===== config.mk =====
export PLATFORM = sky130hd
export DESIGN_NAME = dram_cmd_scheduler_flat
export DESIGN_NICKNAME = d
export VERILOG_FILES = /design/src/rtl/dram_cmd_scheduler_if.sv /design/src/rtl/dram_cmd_scheduler.sv /design/src/flat_wrapper.sv
export SDC_FILE = /design/constraint.sdc
export NUM_CORES = 1
export LEC_CHECK = 0
export CAP_MARGIN = 0
export CORE_UTILIZATION = 40
export CTS_BUF_LIST = sky130_fd_sc_hd__clkbuf_8
export CTS_CLUSTER_SIZE = 16
export DETAILED_ROUTE_END_ITERATION = 10
export HOLD_SLACK_MARGIN = 0.03
export REMOVE_ABC_BUFFERS = 1
export SLEW_MARGIN = 20
export SYNTH_ARGS = -nofsm -noshare
export SYNTH_HDL_FRONTEND = slang
export SYNTH_SLANG_ARGS = --single-unit

===== constraint.sdc =====
create_clock -name clk -period 3.5 [get_ports clk]
set_input_delay 0.7 -clock clk [delete_from_list [all_inputs] [get_ports clk]]
set_output_delay 0.7 -clock clk [all_outputs]
set_load 0.01 [all_outputs]

===== src/rtl/dram_cmd_scheduler_if.sv =====
// Request-queue head and DRAM command trace bundle for dram_cmd_scheduler.
// master = request side (queue / trace sink), slave = scheduler.
interface dram_cmd_scheduler_if #(
    parameter int unsigned ADDR_W = 33
);
    logic              req_valid;
    logic [1:0]        req_op;
    logic [ADDR_W-1:0] req_addr;
    logic              req_ready;
    logic              cmd_valid;
    logic [2:0]        cmd;
    logic [1:0]        cmd_bg;
    logic [1:0]        cmd_bank;
    logic [14:0]       cmd_row;
    logic [10:0]       cmd_col;
    logic              busy;

    modport master (
        output req_valid, req_op, req_addr,
        input  req_ready, cmd_valid, cmd, cmd_bg, cmd_bank, cmd_row, cmd_col, busy
    );

    modport slave (
        input  req_valid, req_op, req_addr,
        output req_ready, cmd_valid, cmd, cmd_bg, cmd_bank, cmd_row, cmd_col, busy
    );
endinterface


===== src/rtl/dram_cmd_scheduler.sv =====
// Open-page DDR4 command scheduler: turns the queue-head request into PRE/ACT/RD/WR under tRCD/tRP/tRAS/tCCD.
// Optional `define CLOSED_PAGE_EN: auto-precharge the bank after every column command.
module dram_cmd_scheduler #(
    parameter int unsigned T_RCD   = 24,
    parameter int unsigned T_RP    = 24,
    parameter int unsigned T_RAS   = 52,
    parameter int unsigned T_BURST = 4,
    parameter int unsigned ADDR_W  = 33
) (
    input  logic                 clk,
    input  logic                 rst,
    dram_cmd_scheduler_if.slave  bus
);
    localparam int unsigned NUM_BANKS = 16;
    localparam int unsigned ROW_W     = 15;
    localparam int unsigned COL_W     = 11;
    localparam int unsigned T_MAX_A   = (T_RCD > T_RP) ? T_RCD : T_RP;
    localparam int unsigned T_MAX_B   = (T_RAS > T_BURST) ? T_RAS : T_BURST;
    localparam int unsigned T_MAX     = (T_MAX_A > T_MAX_B) ? T_MAX_A : T_MAX_B;
    localparam int unsigned CNT_W     = $clog2(T_MAX + 1);

    localparam logic [2:0] CMD_NOP = 3'd0;
    localparam logic [2:0] CMD_ACT = 3'd1;
    localparam logic [2:0] CMD_RD  = 3'd2;
    localparam logic [2:0] CMD_WR  = 3'd3;
    localparam logic [2:0] CMD_PRE = 3'd4;

`ifdef CLOSED_PAGE_EN
    typedef enum logic [2:0] {S_IDLE, S_PRE, S_ACT, S_COL, S_AUTO_PRE} state_e;
`else
    typedef enum logic [2:0] {S_IDLE, S_PRE, S_ACT, S_COL} state_e;
`endif

    state_e state_q, state_nxt;

    logic             op_wr_q;
    logic [ROW_W-1:0] row_q;
    logic [COL_W-1:0] col_q;
    logic [1:0]       bg_q;
    logic [1:0]       bank_q;
    logic [3:0]       cur_idx;

    logic [NUM_BANKS-1:0] open_q;
    logic [ROW_W-1:0]     open_row_q [NUM_BANKS];
    logic [CNT_W-1:0]     ras_cnt_q  [NUM_BANKS];
    logic [CNT_W-1:0]     wait_cnt_q;
    logic [CNT_W-1:0]     ccd_cnt_q;

    logic             req_ready_q, cmd_valid_q, busy_q;
    logic [2:0]       cmd_q;
    logic [1:0]       cmd_bg_q, cmd_bank_q;
    logic [ROW_W-1:0] cmd_row_q;
    logic [COL_W-1:0] cmd_col_q;

    logic [2:0] issue;
    logic       pop;
    logic       latch;

    // Address decode of the queue head: bank index is {bg, bank}
    logic [3:0]       dec_idx;
    logic [ROW_W-1:0] dec_row;
    logic [COL_W-1:0] dec_col;
    logic             unused_addr_bits;

    assign dec_idx          = {bus.req_addr[7:6], bus.req_addr[9:8]};
    assign dec_row          = ROW_W'(bus.req_addr[ADDR_W-1:18]);
    assign dec_col          = {bus.req_addr[17:10], bus.req_addr[5:3]};
    assign unused_addr_bits = &{1'b0, bus.req_addr[2:0]};
    assign cur_idx          = {bg_q, bank_q};

    function automatic logic [CNT_W-1:0] dec_sat(input logic [CNT_W-1:0] v);
        return (v == '0) ? '0 : v - CNT_W'(1);
    endfunction

    always_ff @(posedge clk) begin
        if (rst) state_q <= S_IDLE;
        else     state_q <= state_nxt;
    end

    // Next state and the single command (if any) issued this cycle
    always_comb begin
        state_nxt = state_q;
        issue     = CMD_NOP;
        pop       = 1'b0;
        latch     = 1'b0;
        case (state_q)
            S_IDLE: begin
                if (bus.req_valid) begin
                    latch = 1'b1;
                    if (!open_q[dec_idx])                       state_nxt = S_ACT;
                    else if (open_row_q[dec_idx] == dec_row)    state_nxt = S_COL;
                    else                                        state_nxt = S_PRE;
                end
            end
            S_PRE: begin
                if (bus.req_valid && wait_cnt_q == '0 && ras_cnt_q[cur_idx] == '0) begin
                    issue     = CMD_PRE;
                    state_nxt = S_ACT;
                end
            end
            S_ACT: begin
                if (bus.req_valid && wait_cnt_q == '0) begin
                    issue     = CMD_ACT;
                    state_nxt = S_COL;
                end
            end
            S_COL: begin
                if (bus.req_valid && wait_cnt_q == '0 && ccd_cnt_q == '0) begin
                    issue = op_wr_q ? CMD_WR : CMD_RD;
                    pop   = 1'b1;
`ifdef CLOSED_PAGE_EN
                    state_nxt = S_AUTO_PRE;
`else
                    state_nxt = S_IDLE;
`endif
                end
            end
`ifdef CLOSED_PAGE_EN
            // Request already popped, so this does not wait on req_valid
            S_AUTO_PRE: begin
                if (ras_cnt_q[cur_idx] == '0 && ccd_cnt_q == '0) begin
                    issue     = CMD_PRE;
                    state_nxt = S_IDLE;
                end
            end
`endif
            default: state_nxt = S_IDLE;
        endcase
    end

    always_ff @(posedge clk) begin
        if (rst) begin
            op_wr_q <= 1'b0;
            row_q   <= '0;
            col_q   <= '0;
            bg_q    <= '0;
            bank_q  <= '0;
        end else if (latch) begin
            op_wr_q <= (bus.req_op == 2'd1);
            row_q   <= dec_row;
            col_q   <= dec_col;
            bg_q    <= bus.req_addr[7:6];
            bank_q  <= bus.req_addr[9:8];
        end
    end

    // Timing counters and per-bank open-row state
    always_ff @(posedge clk) begin
        if (rst) begin
            wait_cnt_q <= '0;
            ccd_cnt_q  <= '0;
            open_q     <= '0;
            for (int unsigned i = 0; i < NUM_BANKS; i++) begin
                open_row_q[i] <= '0;
                ras_cnt_q[i]  <= '0;
            end
        end else begin
            if (issue == CMD_ACT)      wait_cnt_q <= CNT_W'(T_RCD - 1);
            else if (issue == CMD_PRE) wait_cnt_q <= CNT_W'(T_RP - 1);
            else                       wait_cnt_q <= dec_sat(wait_cnt_q);

            if (issue == CMD_RD || issue == CMD_WR) ccd_cnt_q <= CNT_W'(T_BURST - 1);
            else                                    ccd_cnt_q <= dec_sat(ccd_cnt_q);

            for (int unsigned i = 0; i < NUM_BANKS; i++) begin
                if (issue == CMD_ACT && cur_idx == 4'(i)) begin
                    ras_cnt_q[i]  <= CNT_W'(T_RAS - 1);
                    open_q[i]     <= 1'b1;
                    open_row_q[i] <= row_q;
                end else begin
                    ras_cnt_q[i] <= dec_sat(ras_cnt_q[i]);
                    if (issue == CMD_PRE && cur_idx == 4'(i)) open_q[i] <= 1'b0;
                end
            end
        end
    end

    always_ff @(posedge clk) begin
        if (rst) begin
            req_ready_q <= 1'b0;
            cmd_valid_q <= 1'b0;
            cmd_q       <= CMD_NOP;
            cmd_bg_q    <= '0;
            cmd_bank_q  <= '0;
            cmd_row_q   <= '0;
            cmd_col_q   <= '0;
            busy_q      <= 1'b0;
        end else begin
            req_ready_q <= pop;
            cmd_valid_q <= (issue != CMD_NOP);
            cmd_q       <= issue;
            cmd_bg_q    <= (issue != CMD_NOP) ? bg_q : 2'd0;
            cmd_bank_q  <= (issue != CMD_NOP) ? bank_q : 2'd0;
            cmd_row_q   <= (issue == CMD_ACT) ? row_q : '0;
            cmd_col_q   <= (issue == CMD_RD || issue == CMD_WR) ? col_q : '0;
            busy_q      <= (state_nxt != S_IDLE);
        end
    end

    assign bus.req_ready = req_ready_q;
    assign bus.cmd_valid = cmd_valid_q;
    assign bus.cmd       = cmd_q;
    assign bus.cmd_bg    = cmd_bg_q;
    assign bus.cmd_bank  = cmd_bank_q;
    assign bus.cmd_row   = cmd_row_q;
    assign bus.cmd_col   = cmd_col_q;
    assign bus.busy      = busy_q;
endmodule


===== src/flat_wrapper.sv =====
// flat-port wrapper written by rule: the top's interface ports become plain ports
module dram_cmd_scheduler_flat 
#(
    parameter int unsigned T_RCD   = 24,
    parameter int unsigned T_RP    = 24,
    parameter int unsigned T_RAS   = 52,
    parameter int unsigned T_BURST = 4,
    parameter int unsigned ADDR_W  = 33
)
  (clk, rst, bus_req_valid, bus_req_op, bus_req_addr, bus_req_ready, bus_cmd_valid, bus_cmd, bus_cmd_bg, bus_cmd_bank, bus_cmd_row, bus_cmd_col, bus_busy);
  dram_cmd_scheduler_if #(.ADDR_W(ADDR_W)) bus_i ();
  input  logic clk;
  input  logic rst;
  input wire logic [$bits(bus_i.req_valid)-1:0] bus_req_valid;
  input wire logic [$bits(bus_i.req_op)-1:0] bus_req_op;
  input wire logic [$bits(bus_i.req_addr)-1:0] bus_req_addr;
  output wire logic [$bits(bus_i.req_ready)-1:0] bus_req_ready;
  output wire logic [$bits(bus_i.cmd_valid)-1:0] bus_cmd_valid;
  output wire logic [$bits(bus_i.cmd)-1:0] bus_cmd;
  output wire logic [$bits(bus_i.cmd_bg)-1:0] bus_cmd_bg;
  output wire logic [$bits(bus_i.cmd_bank)-1:0] bus_cmd_bank;
  output wire logic [$bits(bus_i.cmd_row)-1:0] bus_cmd_row;
  output wire logic [$bits(bus_i.cmd_col)-1:0] bus_cmd_col;
  output wire logic [$bits(bus_i.busy)-1:0] bus_busy;
  assign bus_i.req_valid = bus_req_valid;
  assign bus_i.req_op = bus_req_op;
  assign bus_i.req_addr = bus_req_addr;
  assign bus_req_ready = bus_i.req_ready;
  assign bus_cmd_valid = bus_i.cmd_valid;
  assign bus_cmd = bus_i.cmd;
  assign bus_cmd_bg = bus_i.cmd_bg;
  assign bus_cmd_bank = bus_i.cmd_bank;
  assign bus_cmd_row = bus_i.cmd_row;
  assign bus_cmd_col = bus_i.cmd_col;
  assign bus_busy = bus_i.busy;
  dram_cmd_scheduler #(.T_RCD(T_RCD), .T_RP(T_RP), .T_RAS(T_RAS), .T_BURST(T_BURST), .ADDR_W(ADDR_W)) u_core (.clk(clk), .rst(rst), .bus(bus_i));
endmodule

; ---- After elaboration in Yosys (flattened, before gate mapping)
; Memory sizes are Yosys's and may differ from the RTL's. A register that Yosys moved wholly into a read port is not among the register bits.
; Cells that the tools add are included.
[totals]
reg_bits = 98
ram_bits = 336
inputBits = 38
output_inout_bits = 36
elab_cells = 430
n_memories = 2
[op_classes]
addsub = 18
order_cmp = 1
n_eq_ne = 24
n_mux = 218
bitwise_logic = 52
reduce_logical = 81
[mem_list]
columns = name, depth, width, rd, rd_ports_with_merged_regs, wr, line
row1 = u_core.open_row_q, 16, 15, 1, 0, 16, dram_cmd_scheduler.sv:44  ; logic [ROW_W-1:0] open_row_q [NUM_BANKS];
row2 = u_core.ras_cnt_q, 16, 6, 17, 1, 16, dram_cmd_scheduler.sv:45  ; logic [CNT_W-1:0] ras_cnt_q [NUM_BANKS];
[op_table]
columns = cell, n
row1 = 6-bit two-way mux, 48
row2 = 15-bit two-way mux, 16
row3 = 1-bit two-way mux, 136
row4 = 6-bit zero test, 19
row5 = "6-bit by 1-bit subtractor with 6-bit output, second input constant", 18
row6 = 1-bit bitwise OR, 48
row7 = 1-bit logical AND, 35
row8 = "4-bit == test, second input constant", 8
row9 = 2-bit nonzero test, 16
row10 = 3-bit two-way mux, 7
row11 = "4-bit by 3-bit == test with 1-bit output, second input constant", 4
row12 = 15-bit == test, 1
row13 = 5-bit two-way mux, 3
row14 = "3-bit by 2-bit == test with 1-bit output, second input constant", 4
row15 = 3-bit case mux with 4 select lines, 1
row16 = 3-bit case mux with 3 select lines, 1
row17 = "4-bit by 2-bit == test with 1-bit output, second input constant", 2
row18 = 4-bit two-way mux, 2
row19 = 2-bit OR reduction, 4
row20 = "3-bit by 1-bit == test with 1-bit output, second input constant", 2
row21 = 2-bit two-way mux, 3
row22 = 3-bit nonzero test, 2
row23 = "4-bit by 5-bit < comparator with 1-bit output, second input constant", 1
row24 = 1-bit binary-select mux with 4-bit select, 1
row25 = 9 further kinds, 12

; ---- Depth between registers and ports, before layout
[logic_depth]
ltp_word = 12
mapped_depth = 10
mapped_depth_nobuf = 8

; ---- Least setup slack after synthesis
; OpenSTA, ideal clock, no wires.
[synth_timing]
path_type = input to register
startpoint = input port bus_req_addr[6]
endpoint = register u_core.state_q[1]
setup_time_ns = 0.087
arrival_time_ns = 2.769
t_required_ns = 3.413
path_slack_ns = 0.644
path_stages = 9
path_buffers = 4
path_cell_list = buf_2 -> buf_2 -> buf_2 -> clkbuf_1 -> mux4_2 -> xor2_1 -> o311ai_0 -> o2111ai_1 -> o31ai_1
[synth_via]
elab_chain_cells = 6
word_cells_on_any_way = 8
cone_classes = eq/ne (1) / mux (6) / memory (1)
[synth_rtl]
columns = item, line
row1 = "start, declared", flat_wrapper.sv:16  ; input wire logic [$bits(bus_i.req_addr)-1:0] bus_req_addr;
row2 = memory read 16 x 15 bit, -
row3 = 15-bit == test, dram_cmd_scheduler.sv:91  ; else if (open_row_q[dec_idx] == dec_row) state_nxt = S_COL;
row4 = 2-bit two-way mux, dram_cmd_scheduler.sv:91
row5 = 3-bit two-way mux *, dram_cmd_scheduler.sv:90  ; if (!open_q[dec_idx]) state_nxt = S_ACT;
row6 = 3-bit two-way mux *, dram_cmd_scheduler.sv:88  ; if (bus.req_valid) begin
row7 = 3-bit case mux with 4 select lines *, dram_cmd_scheduler.sv:86  ; case (state_q)
row8 = "end signal, assigned", dram_cmd_scheduler.sv:77  ; else state_q <= state_nxt;
row9 = "end, declared", dram_cmd_scheduler.sv:34  ; state_e state_q, state_nxt;
; Every way passes the cells marked *; elsewhere a longest branch is shown, timed or not. The select of a mux whose other input is x is not followed.
; A chain may end at the register's enable or synchronous reset.

==> qor.yml <==
min_period_ps: 3010
post_cts_resized: 0
maxSlewHeadroom: 0.527
skew_ps: 41.1
cp_cell_sequence: "nor3_1, or3b_2, o311ai_0, a311o_1, nand3_1, buf_4, nor2_1, a311oi_1"
synth_top_area_cell: "edfxtp_1"
status: "completed"
multi_input_area_um2: 7190
die_h_um: 223
drive_above_1_share: 0.136
grt_pass1_wl_mm: 74.1
grt_pass1_vias: 13100
final_hold_viol_count: 0
max_freq_mhz: 332
synth_cells: 1592
crit_fanout: 5
critPathLaunchType: "flip-flop"
synth_most_common_cell: "edfxtp_1"
clockBufferDepth: 3
synth_warnings: 0
dp_cells: 2355
post_cts_buffers: 0
synthTopCellsByCount: "edfxtp_1 (336), nor2_1 (297), nand2_1 (129), dfxtp_1 (102), a21oi_1 (96)"
dp_slack_ps: 66.3
drt_wl_total_mm: 47.7
cts.sinks: 438
p_per_area_nw_per_um2: 510
cts_made_buffers: 74
grt_use_total: 0.196
hold_path_class: "reg -> reg"
worst_pin_slew_ps: 709
ys_top_cells_by_area: "edfxtp_1 (52%), dfxtp_1 (10%), mux4_2 (7.6%)"
drtPass1Iterations: 6
synth_cell_types: 57
sw_frac_of_total: 0.255
cts_hold_buf: 0
vias: 12800
die_w_um: 223
async_reset_ff_frac: 0
hold_depth: 1
viasPerCell: 5.15
r2r_cells: 8
grt_overflow: 0
n_fill_cell: 4227
finalNonFillerCells: 2493
area_growth_pct: 18.8
path_clk_slew_ps: 60
place_congestion: 0.796
synth_edf_count: 336
drv_slew: 0
irDropWorstVdd_mv: 0.223
finalSetupTns_ps: 0
antenna_found_initial: 0
core_um2: 47900
drt-initial-drc-count: 993
finalSetupViolations: 0
slowest_delay_ps: 510
rsz0062_at_grt: "false"
utilization: 0.484
clk_latency_ps: 640
maxCapViolCount: 0
critical_path_arrival_ps: 3480
crit_buf_inv: 1
cp-startpoint: "u_core.ras_cnt_q[3][2]$_SDFFCE_PP0P_"
syn_avg_cell_area_um2: 12.3
start_util: 0.408
power.static_leakage_nw: 8.62
hold_start: "u_core.col_q[5]$_SDFFE_PP0P_"
drt-wirelength-per-cell_um: 19.1
cp_slowest_cell: "or3b_2"
dp_hpwl_mm: 31.1
syn_area_um2: 19500
h-tree-depth: 3
cp.required_ps: 3980
pwr-share-seq: 0.512
criticalPathCategory: "reg -> reg"
drc_errors: 0
power_frac_comb: 0.114
regArea_um2: 12100
cts_tree: "built"
fin_nets: 1890
p_int_mw: 8.83
grt_max_degree: 61
finalWorstSetupSlack_ps: 492
period_share: 0.859
rows: 80
antenna_cells: 0
worstSetupEndpointType: "flip-flop"
io_buffers: 70
final_antenna_net_count: 0
ys_seq_area_frac: 0.621
synth_top_area_share: 0.516
p_sw_mw: 3.02
io_pins: 74
r2r_setup_slack_ps: 490
worstSetupPathDepth: 8
reg2reg_from: "u_core.ras_cnt_q[3][2]$_SDFFCE_PP0P_"
die_area_um2: 49800
clockPowerShare: 0.373
cp_top_family: "simple AND/OR/NAND/NOR gates"
synth_ff_type: "edfxtp_1"
ys_ff_latch: 438
cts-root-buf: "clkbuf_8"
[state kept, by name, indices dropped and copies added, names as in the netlist, 3 cells and up, named ones only]
name	count
u_core.bus.cmd_col	11
u_core.wait_cnt_q	6
u_core.ccd_cnt_q	6
u_core.bus.cmd_row	15
u_core.state_q	3
u_core.ras_cnt_q	96
u_core.bus.cmd	3
u_core.col_q	11
u_core.open_row_q	240
u_core.open_q	16
u_core.row_q	15
[per-stage QoR]
step,area (µm²),total power [mW],hold WS [ps]
finish,23200,11.9,443
global route,23200,12.4,467
CTS,23200,12.0,445
detailed placement,21800,7.54,438
global placement,21800,7.50,435
floorplan,19500,7.03,424
[power by group through the flow]
stage | clock (mW) | combinational (mW) | sequential, mW
3_3_place_gp | 0 | 1.33 | 6.17
6_report | 4.42 | 1.35 | 6.07
2_1_floorplan | 0 | 0.897 | 6.13
4_1_cts | 4.52 | 1.37 | 6.07
5_1_grt | 4.75 | 1.52 | 6.11
3_5_place_dp | 0 | 1.36 | 6.18
[metal layers]
| layer | global-route usage | share of wire | wire, µm |
|---|---|---|---|
| met5 | 0 | 0 | 0 |
| met3 | 0.0378 | 0.057 | 2710 |
| met2 | 0.333 | 0.49 | 23500 |
| met4 | 0.0503 | 0.017 | 799 |
| met1 | 0.258 | 0.43 | 20600 |
[cells in the final DEF, fill, tap and decap left out, types with 6 or more instances in the layout]
master and n:
a21oi_1 96, a311oi_1 15, and2_1 25, buf_12 21, buf_4 51, clkbuf_8 88
clkdlybuf4s50_1 66, conb_1 97, dfxtp_1 102, edfxtp_1 336, ha_1 36, inv_1 90
mux2i_1 25, mux4_2 66, nand2_1 129, nand2b_1 45, nand3_1 11, nand3b_1 10
nor2_1 297, nor2b_1 6, nor3_1 62, nor3b_1 6, nor4_1 13, or2_2 12
xnor2_1 72, xor2_1 21
[worst paths after layout]
kind | endpoint
setup / recovery | u_core.open_q[5]$_SDFFE_PP0P_
hold / removal | u_core.bus.cmd_col[5]$_SDFF_PP0_
setup reg to reg | u_core.open_q[5]$_SDFFE_PP0P_
hold reg to reg | u_core.bus.cmd_col[5]$_SDFF_PP0_
[area by class of cell]
cell class                      count  area share
Inverter                           56     0.00905
Timing Repair Buffer              140      0.0635
Tap cell                          615      0.0331
Multi-Input combinational cell   1106       0.310
Clock inverter                     50      0.0104
Sequential cell                   438       0.522
Clock buffer                       88      0.0521
[logic make-up after synthesis]
kind of cell               count (synthesis)  share of synthesized area
buffers and inverters                    143                     0.0300
adders and majority gates                 36                     0.0230
other                                      2                   0.000384
xor gates and xnor gates                  93                     0.0417
AOI/OAI and AO/OA                        147                     0.0456
DFF                                      438                      0.621
muxes                                     92                     0.0894
and+or+nand+nor                          641                      0.149
No activity file was read; power rests on OpenSTA's default activity.
